==> src/rtl/rv32_decoder.sv <==
// RV32I decode stage: splits a fetched instruction into register addresses, immediate,
// one-hot ALU/opcode classes and exception flags, registered alongside the PC.
module rv32_decoder #(
  parameter int DWIDTH   = 32,
  parameter int IWIDTH   = 32,
  parameter int AWIDTH   = 5,
  parameter int PC_WIDTH = 32
) (
  input  logic                d_clk,
  input  logic                d_rst,
  input  logic [IWIDTH-1:0]   d_i_instr,
  input  logic [PC_WIDTH-1:0] d_i_pc,
  input  logic                d_i_ce,
  input  logic                d_i_stall,
  input  logic                d_i_flush,
  output logic [PC_WIDTH-1:0] d_o_pc,
  output logic [AWIDTH-1:0]   d_o_addr_rs1,
  output logic [AWIDTH-1:0]   d_o_addr_rs2,
  output logic [AWIDTH-1:0]   d_o_addr_rd,
  output logic [AWIDTH-1:0]   d_o_addr_rs1_p,
  output logic [AWIDTH-1:0]   d_o_addr_rs2_p,
  output logic [AWIDTH-1:0]   d_o_addr_rd_p,
  output logic [DWIDTH-1:0]   d_o_imm,
  output logic [2:0]          d_o_funct3,
  output logic [13:0]         d_o_alu,
  output logic [10:0]         d_o_opcode,
  output logic [3:0]          d_o_exception,
  output logic                d_o_ce,
  output logic                d_o_stall,
  output logic                d_o_flush
);

  localparam int ALU_ADD = 0, ALU_SUB = 1, ALU_SLT = 2, ALU_SLTU = 3, ALU_XOR = 4;
  localparam int ALU_OR = 5, ALU_AND = 6, ALU_SLL = 7, ALU_SRL = 8, ALU_SRA = 9;
  localparam int ALU_EQ = 10, ALU_NEQ = 11, ALU_GE = 12, ALU_GEU = 13;

  localparam int OP_RTYPE = 0, OP_ITYPE = 1, OP_LOAD = 2, OP_STORE = 3, OP_BRANCH = 4;
  localparam int OP_JAL = 5, OP_JALR = 6, OP_LUI = 7, OP_AUIPC = 8, OP_SYSTEM = 9, OP_FENCE = 10;

  localparam int EXC_ILLEGAL = 0, EXC_ECALL = 1, EXC_EBREAK = 2, EXC_MRET = 3;

  localparam logic [6:0] OPC_RTYPE  = 7'b0110011;
  localparam logic [6:0] OPC_ITYPE  = 7'b0010011;
  localparam logic [6:0] OPC_LOAD   = 7'b0000011;
  localparam logic [6:0] OPC_STORE  = 7'b0100011;
  localparam logic [6:0] OPC_BRANCH = 7'b1100011;
  localparam logic [6:0] OPC_JAL    = 7'b1101111;
  localparam logic [6:0] OPC_JALR   = 7'b1100111;
  localparam logic [6:0] OPC_LUI    = 7'b0110111;
  localparam logic [6:0] OPC_AUIPC  = 7'b0010111;
  localparam logic [6:0] OPC_SYSTEM = 7'b1110011;
  localparam logic [6:0] OPC_FENCE  = 7'b0001111;

  // Register/immediate ALU mapping; alt selects SUB/SRA.
  function automatic logic [13:0] alu_arith(input logic [2:0] f3, input logic alt);
    logic [13:0] r;
    r = 14'b0;
    case (f3)
      3'b000:  if (alt) r[ALU_SUB] = 1'b1; else r[ALU_ADD] = 1'b1;
      3'b001:  r[ALU_SLL] = 1'b1;
      3'b010:  r[ALU_SLT] = 1'b1;
      3'b011:  r[ALU_SLTU] = 1'b1;
      3'b100:  r[ALU_XOR] = 1'b1;
      3'b101:  if (alt) r[ALU_SRA] = 1'b1; else r[ALU_SRL] = 1'b1;
      3'b110:  r[ALU_OR] = 1'b1;
      3'b111:  r[ALU_AND] = 1'b1;
      default: r = 14'b0;
    endcase
    return r;
  endfunction

  function automatic logic [13:0] alu_branch(input logic [2:0] f3);
    logic [13:0] r;
    r = 14'b0;
    case (f3)
      3'b000:  r[ALU_EQ] = 1'b1;
      3'b001:  r[ALU_NEQ] = 1'b1;
      3'b100:  r[ALU_SLT] = 1'b1;
      3'b101:  r[ALU_GE] = 1'b1;
      3'b110:  r[ALU_SLTU] = 1'b1;
      3'b111:  r[ALU_GEU] = 1'b1;
      default: r = 14'b0;
    endcase
    return r;
  endfunction

  logic [6:0]        op_s;
  logic [2:0]        funct3_s;
  logic [6:0]        funct7_s;
  logic [DWIDTH-1:0] imm_i_s, imm_st_s, imm_b_s, imm_j_s, imm_u_s;

  assign op_s     = d_i_instr[6:0];
  assign funct3_s = d_i_instr[14:12];
  assign funct7_s = d_i_instr[31:25];
  assign imm_i_s  = {{(DWIDTH-12){d_i_instr[31]}}, d_i_instr[31:20]};
  assign imm_st_s = {{(DWIDTH-12){d_i_instr[31]}}, d_i_instr[31:25], d_i_instr[11:7]};
  assign imm_b_s  = {{(DWIDTH-12){d_i_instr[31]}}, d_i_instr[7], d_i_instr[30:25],
                     d_i_instr[11:8], 1'b0};
  assign imm_j_s  = {{(DWIDTH-20){d_i_instr[31]}}, d_i_instr[19:12], d_i_instr[20],
                     d_i_instr[30:21], 1'b0};
  assign imm_u_s  = {{(DWIDTH-31){d_i_instr[31]}}, d_i_instr[30:12], 12'h000};

  assign d_o_addr_rs1_p = d_i_instr[19:15];
  assign d_o_addr_rs2_p = d_i_instr[24:20];
  assign d_o_addr_rd_p  = d_i_instr[11:7];
  assign d_o_stall      = d_i_stall;
  assign d_o_flush      = d_i_flush;

  logic [10:0]       dec_opcode_s;
  logic [13:0]       alu_raw_s;
  logic [13:0]       dec_alu_s;
  logic [2:0]        sys_exc_s;
  logic [3:0]        dec_exc_s;
  logic [DWIDTH-1:0] dec_imm_s;
  logic              illegal_s;

  // Opcode classification, immediate selection and legality checks.
  always_comb begin
    dec_opcode_s = 11'b0;
    alu_raw_s    = 14'b0;
    sys_exc_s    = 3'b0;
    dec_imm_s    = imm_i_s;
    illegal_s    = 1'b0;
    case (op_s)
      OPC_RTYPE: begin
        dec_opcode_s[OP_RTYPE] = 1'b1;
        if ((funct7_s == 7'b0000000) ||
            ((funct7_s == 7'b0100000) && ((funct3_s == 3'b000) || (funct3_s == 3'b101)))) begin
          alu_raw_s = alu_arith(funct3_s, d_i_instr[30]);
        end else begin
          illegal_s = 1'b1;
        end
      end
      OPC_ITYPE: begin
        dec_opcode_s[OP_ITYPE] = 1'b1;
        // Only shifts constrain funct7; ADDI never becomes SUB.
        if (((funct3_s == 3'b001) && (funct7_s != 7'b0000000)) ||
            ((funct3_s == 3'b101) && (funct7_s != 7'b0000000) && (funct7_s != 7'b0100000))) begin
          illegal_s = 1'b1;
        end else begin
          alu_raw_s = alu_arith(funct3_s, (funct3_s == 3'b101) & d_i_instr[30]);
        end
      end
      OPC_LOAD: begin
        dec_opcode_s[OP_LOAD] = 1'b1;
        alu_raw_s[ALU_ADD]    = 1'b1;
      end
      OPC_STORE: begin
        dec_opcode_s[OP_STORE] = 1'b1;
        alu_raw_s[ALU_ADD]     = 1'b1;
        dec_imm_s              = imm_st_s;
      end
      OPC_BRANCH: begin
        dec_opcode_s[OP_BRANCH] = 1'b1;
        dec_imm_s               = imm_b_s;
        if (funct3_s[2:1] == 2'b01) begin
          illegal_s = 1'b1;
        end else begin
          alu_raw_s = alu_branch(funct3_s);
        end
      end
      OPC_JAL: begin
        dec_opcode_s[OP_JAL] = 1'b1;
        alu_raw_s[ALU_ADD]   = 1'b1;
        dec_imm_s            = imm_j_s;
      end
      OPC_JALR: begin
        dec_opcode_s[OP_JALR] = 1'b1;
        if (funct3_s != 3'b000) begin
          illegal_s = 1'b1;
        end else begin
          alu_raw_s[ALU_ADD] = 1'b1;
        end
      end
      OPC_LUI: begin
        dec_opcode_s[OP_LUI] = 1'b1;
        alu_raw_s[ALU_ADD]   = 1'b1;
        dec_imm_s            = imm_u_s;
      end
      OPC_AUIPC: begin
        dec_opcode_s[OP_AUIPC] = 1'b1;
        alu_raw_s[ALU_ADD]     = 1'b1;
        dec_imm_s              = imm_u_s;
      end
      OPC_SYSTEM: begin
        dec_opcode_s[OP_SYSTEM] = 1'b1;
        if (funct3_s == 3'b000) begin
          case (d_i_instr[31:20])
            12'h000: sys_exc_s[EXC_ECALL-1]  = 1'b1;
            12'h001: sys_exc_s[EXC_EBREAK-1] = 1'b1;
            12'h302: sys_exc_s[EXC_MRET-1]   = 1'b1;
            default: illegal_s = 1'b1;
          endcase
        end else begin
          sys_exc_s = 3'b0;
        end
      end
      OPC_FENCE: begin
        dec_opcode_s[OP_FENCE] = 1'b1;
      end
      default: begin
        illegal_s = 1'b1;
      end
    endcase
  end

  // Illegal instructions never drive the ALU and carry only the ILLEGAL flag.
  always_comb begin
    if (illegal_s) begin
      dec_alu_s = 14'b0;
      dec_exc_s = 4'b0001;
    end else begin
      dec_alu_s = alu_raw_s;
      dec_exc_s = {sys_exc_s, 1'b0};
    end
  end

  logic [PC_WIDTH-1:0] pc_q, pc_d;
  logic [AWIDTH-1:0]   rs1_q, rs1_d, rs2_q, rs2_d, rd_q, rd_d;
  logic [DWIDTH-1:0]   imm_q, imm_d;
  logic [2:0]          funct3_q, funct3_d;
  logic [13:0]         alu_q, alu_d;
  logic [10:0]         opcode_q, opcode_d;
  logic [3:0]          exc_q, exc_d;
  logic                ce_q, ce_d;
  logic                load_s;

  assign load_s = d_i_ce & ~d_i_stall & ~d_i_flush;

  // Next-state: load on accepted input, otherwise hold; flush only kills the valid.
  always_comb begin
    pc_d     = pc_q;
    rs1_d    = rs1_q;
    rs2_d    = rs2_q;
    rd_d     = rd_q;
    imm_d    = imm_q;
    funct3_d = funct3_q;
    alu_d    = alu_q;
    opcode_d = opcode_q;
    exc_d    = exc_q;
    if (load_s) begin
      pc_d     = d_i_pc;
      rs1_d    = d_i_instr[19:15];
      rs2_d    = d_i_instr[24:20];
      rd_d     = d_i_instr[11:7];
      imm_d    = dec_imm_s;
      funct3_d = funct3_s;
      alu_d    = dec_alu_s;
      opcode_d = dec_opcode_s;
      exc_d    = dec_exc_s;
    end else begin
      pc_d = pc_q;
    end
    if (d_i_flush) begin
      ce_d = 1'b0;
    end else if (d_i_stall) begin
      ce_d = ce_q;
    end else begin
      ce_d = d_i_ce;
    end
  end

  // Pipeline registers toward execute.
  always_ff @(posedge d_clk or negedge d_rst) begin
    if (!d_rst) begin
      pc_q     <= '0;
      rs1_q    <= '0;
      rs2_q    <= '0;
      rd_q     <= '0;
      imm_q    <= '0;
      funct3_q <= 3'b0;
      alu_q    <= 14'b0;
      opcode_q <= 11'b0;
      exc_q    <= 4'b0;
      ce_q     <= 1'b0;
    end else begin
      pc_q     <= pc_d;
      rs1_q    <= rs1_d;
      rs2_q    <= rs2_d;
      rd_q     <= rd_d;
      imm_q    <= imm_d;
      funct3_q <= funct3_d;
      alu_q    <= alu_d;
      opcode_q <= opcode_d;
      exc_q    <= exc_d;
      ce_q     <= ce_d;
    end
  end

  assign d_o_pc        = pc_q;
  assign d_o_addr_rs1  = rs1_q;
  assign d_o_addr_rs2  = rs2_q;
  assign d_o_addr_rd   = rd_q;
  assign d_o_imm       = imm_q;
  assign d_o_funct3    = funct3_q;
  assign d_o_alu       = alu_q;
  assign d_o_opcode    = opcode_q;
  assign d_o_exception = exc_q;
  assign d_o_ce        = ce_q;

endmodule

==> config.mk <==
export PLATFORM = sky130hd
export DESIGN_NAME = rv32_decoder
export DESIGN_NICKNAME = d
export VERILOG_FILES = /design/src/rtl/rv32_decoder.sv
export SDC_FILE = /design/constraint.sdc
export NUM_CORES = 1
export LEC_CHECK = 0
export ABC_AREA = 1
export ABC_CLOCK_PERIOD_IN_PS = 800
export CORE_ASPECT_RATIO = 0.75
export CORE_MARGIN = 1.5
export CORE_UTILIZATION = 40
export CTS_CLUSTER_SIZE = 28
export DETAILED_ROUTE_END_ITERATION = 6
export PLACE_DENSITY = 0.77
export SLEW_MARGIN = 5
export SYNTH_ARGS = -nofsm -noshare
export SYNTH_HDL_FRONTEND = slang
export SYNTH_SLANG_ARGS = --single-unit
==> constraint.sdc <==
create_clock -name d_clk -period 0.8 [get_ports d_clk]
set_input_delay 0.2 -clock d_clk [delete_from_list [all_inputs] [get_ports d_clk]]
set_output_delay 0.2 -clock d_clk [all_outputs]
set_load 0.02 [all_outputs]
==> results.ini <==
[synthesis]
synthTopCellsByCount = 279 x nand2_1, 112 x dfrtp_1, 29 x nand3_1, 29 x nor2_1, 24 x inv_1
synth_seq_cells = 112
ys.flop_type = dfrtp_1
yosysWarnings = 0
synth_area_leaders = dfrtp_1 56%, nand2_1 21%, o211ai_1 3.0%, nand3_1 2.9%, buf_4 2.8%
synth_top_area_share = 0.555
seq_area_frac_synth = 0.555
synthesis.area_mm2 = 0.00505
async_reset_ff_frac = 1.00
yosysTopAreaCell = dfrtp_1
yosysUniqueCellTypes = 26
syn_inst = 611
postSynthAreaPerCell_um2 = 8.26
synth_edf_count = 0
synthesis.nets = 680
synth_most_common_cell = nand2_1

[status]
status = finished with violations
violations = negative setup slack

[timing]
slew_headroom = 0.698
min_period_ns = 1.36
finalHoldViolCount = 0
holdWs_ns = 0.0946
finalMaxSlewViolations = 0
min_period_over_period = 1.70
final.setup.tns_ns = -52.72
worst_slack_ns = -0.561
finalSetupViolCount = 223
clock.fmax_mhz = 735
worstMarginPinSlew_ns = 0.450
skew_ns = 0
rsz0062_at_grt = true

[die]
dieWidth_um = 133
dieArea_mm2 = 0.0133
ios = 198
fp-row-count = 35
start_util = 0.410
core_mm2 = 0.0123
die_height_um = 100

[global_routing]
grt_pass1_wl_mm = 33.6
grt_max_degree = 30
grt_pass1_vias = 6285
grt-ovfl-total = 0
grtUsageTotal = 0.328
antenna_found_initial = 0

[worst_setup_path]
worst-setup-path-type = in -> reg
cp.required_ns = 1.11
crit_path_start_kind = input pin
crit_path_end_kind = flip-flop
arrival_ns = 1.67
critical_path.max_fanout = 5

[placement]
dp_cells = 1046
dp_hpwl_mm = 12.4
place_congestion = 0.876
place_area_mm2 = 0.00808
port_buffers = 197

[drt]
wl_met1_mm = 10.5
route.met2.wl_mm = 14.3
drc = 0
via_per_inst = 5.87
first_pass_iters = 7
ant_nets = 0
drt-total-wl_mm = 30.0
num_vias = 6874
highest_layer = met4
drt_iter0_drc = 725
met3_length_mm = 3.12
wire_per_inst_um = 25.6

[power]
combinationalPowerShare = 0.367
power.leakage_nw = 5.68
p_seq_frac = 0.368
switching_share = 0.352
clkPwrFrac = 0.265
ir_drop_mv = 1.44
total_power_mw = 19.1
power_density_mw_per_mm2 = 1680
power_switching_mw = 6.72
internal_power_mw = 12.3

[finish]
fin_cells = 1172
drive_above_1_share = 0.656
finalInstanceArea_mm2 = 0.0113
num_antenna_cells = 0
syn2layout_area_growth_pct = 124
final_net_count = 1070

[clock_network]
clockRootBuffer = clkbuf_16
cts_tree = built
ctsHtreeMaxLevel = 3
clockBufferDepth = 2
cts_made_buffers = 9
clock_latency_ns = 0.38
cts.sinks = 112
clkTransAtPathRegs_ns = 0.09

[hold_path]
hold_path_class = in -> reg

[flow_run]
drv_cap = 0

[critical path, stage by stage]
cell and delay [ns]:
buf_8 0.12, inv_12 0.05, nand2_4 0.05, nor2_4 0.19
buf_6 0.19, nand2_4 0.07, nor2_2 0.27, nand3_2 0.15
nand2_1 0.14, nor2_1 0.05, nand2_1 0.05, nand2_1 0.05
nand2_1 0.08
[registers in the layout, indices dropped and copies added (netlist names)]
register and flops:
d_o_imm 32, d_o_pc 32, d_o_alu 14, d_o_opcode 11, d_o_addr_rd 5, d_o_addr_rs1 5
d_o_addr_rs2 5, d_o_exception 4, d_o_funct3 3, d_o_ce 1
[layer usage]
metal / track usage / vias up
li1: - / 2717
met2: 0.573 / 591
met5: 0 / -
met4: 0.131 / 0
met3: 0.0758 / 200
met1: 0.397 / 3366
[logic make-up (layout without fill, tap and decap cells)]
group / after synthesis / after routing / synth area share
and+or+nand+nor: 368 / 370 / 0.302
buffers and inverters: 73 / 466 / 0.0716
DFF: 112 / 112 / 0.555
AOI/OAI and AO/OA: 58 / 58 / 0.0711
[cell type report]
cell class	count	area (µm²)
clock buffers	9	225
multi-input cells	428	3250
repair inverters	1	6.26
fillers	387	978
clock inverters	7	88.8
flip-flops and latches	112	2800
repair buffers	417	4530
inverters	32	216
well taps	166	208
[worst paths after layout]
path	to	slack, ns	depth (start not counted)	startpoint
max in group asynchronous	d_o_addr_rd[2]	0.06	3	d_rst
worst min-delay path	d_o_imm[6]	0.09	3	d_i_instr[26]
worst max register to register	d_o_imm[2]	-0.28	4	d_o_imm[2]
min in group asynchronous	d_o_pc[6]	0.26	2	d_rst
worst max-delay path	d_o_exception[0]	-0.56	13	d_i_instr[2]
worst min register to register	d_o_opcode[0]	0.51	2	d_o_opcode[0]
[per-stage QoR]
step	setup WS (ns)	utilization
floorplan	-0.302	-
global placement	-1.07	0.656
detailed placement	-1.13	0.656
CTS	-0.351	0.813
global route	-0.634	0.920
finish	-0.561	0.920
[timing repair]
action,4_1_cts,5_1_grt
setup endpoints to repair,241,227
cloned,9,7
hold endpoints to repair,8,0
gates resized for setup,1156,245
pin swaps,95,107
hold buffers,1,0
setup buffers,64,61
[placed cells by master (no fill, tap or decap), drive strengths merged]
cell type      netlist  routed
buf                 34     367
nand2              289     290
dfrtp              112     112
nor2                38      38
inv                 32      35
clkdlybuf4s50        0      32
nand3               29      30
o21ai               25      25
o211ai              20      20
clkbuf               7      16
clkdlybuf4s15        0       8
a21oi                6       6
nand4                5       5
nor3                 5       5
o31ai                4       4
clkinv               0       4
dlygate4sd2          0       2
a21boi               1       1
o221ai               1       1
nand3b               1       1
nor4                 1       1
a22oi                1       1
bufinv               0       1
dlygate4sd3          0       1
[power by group through the flow]
stage                     registers (mW)  logic, mW  clock network (mW)
after floorplan                     7.59       1.09                   0
after global placement              6.79       4.50                   0
after detailed placement            6.82       4.58                   0
after CTS                           6.85       5.59                4.85
after global routing                7.05       7.22                5.22
final                               7.00       7.00                5.05
No activity file was read; power rests on OpenSTA's default activity.
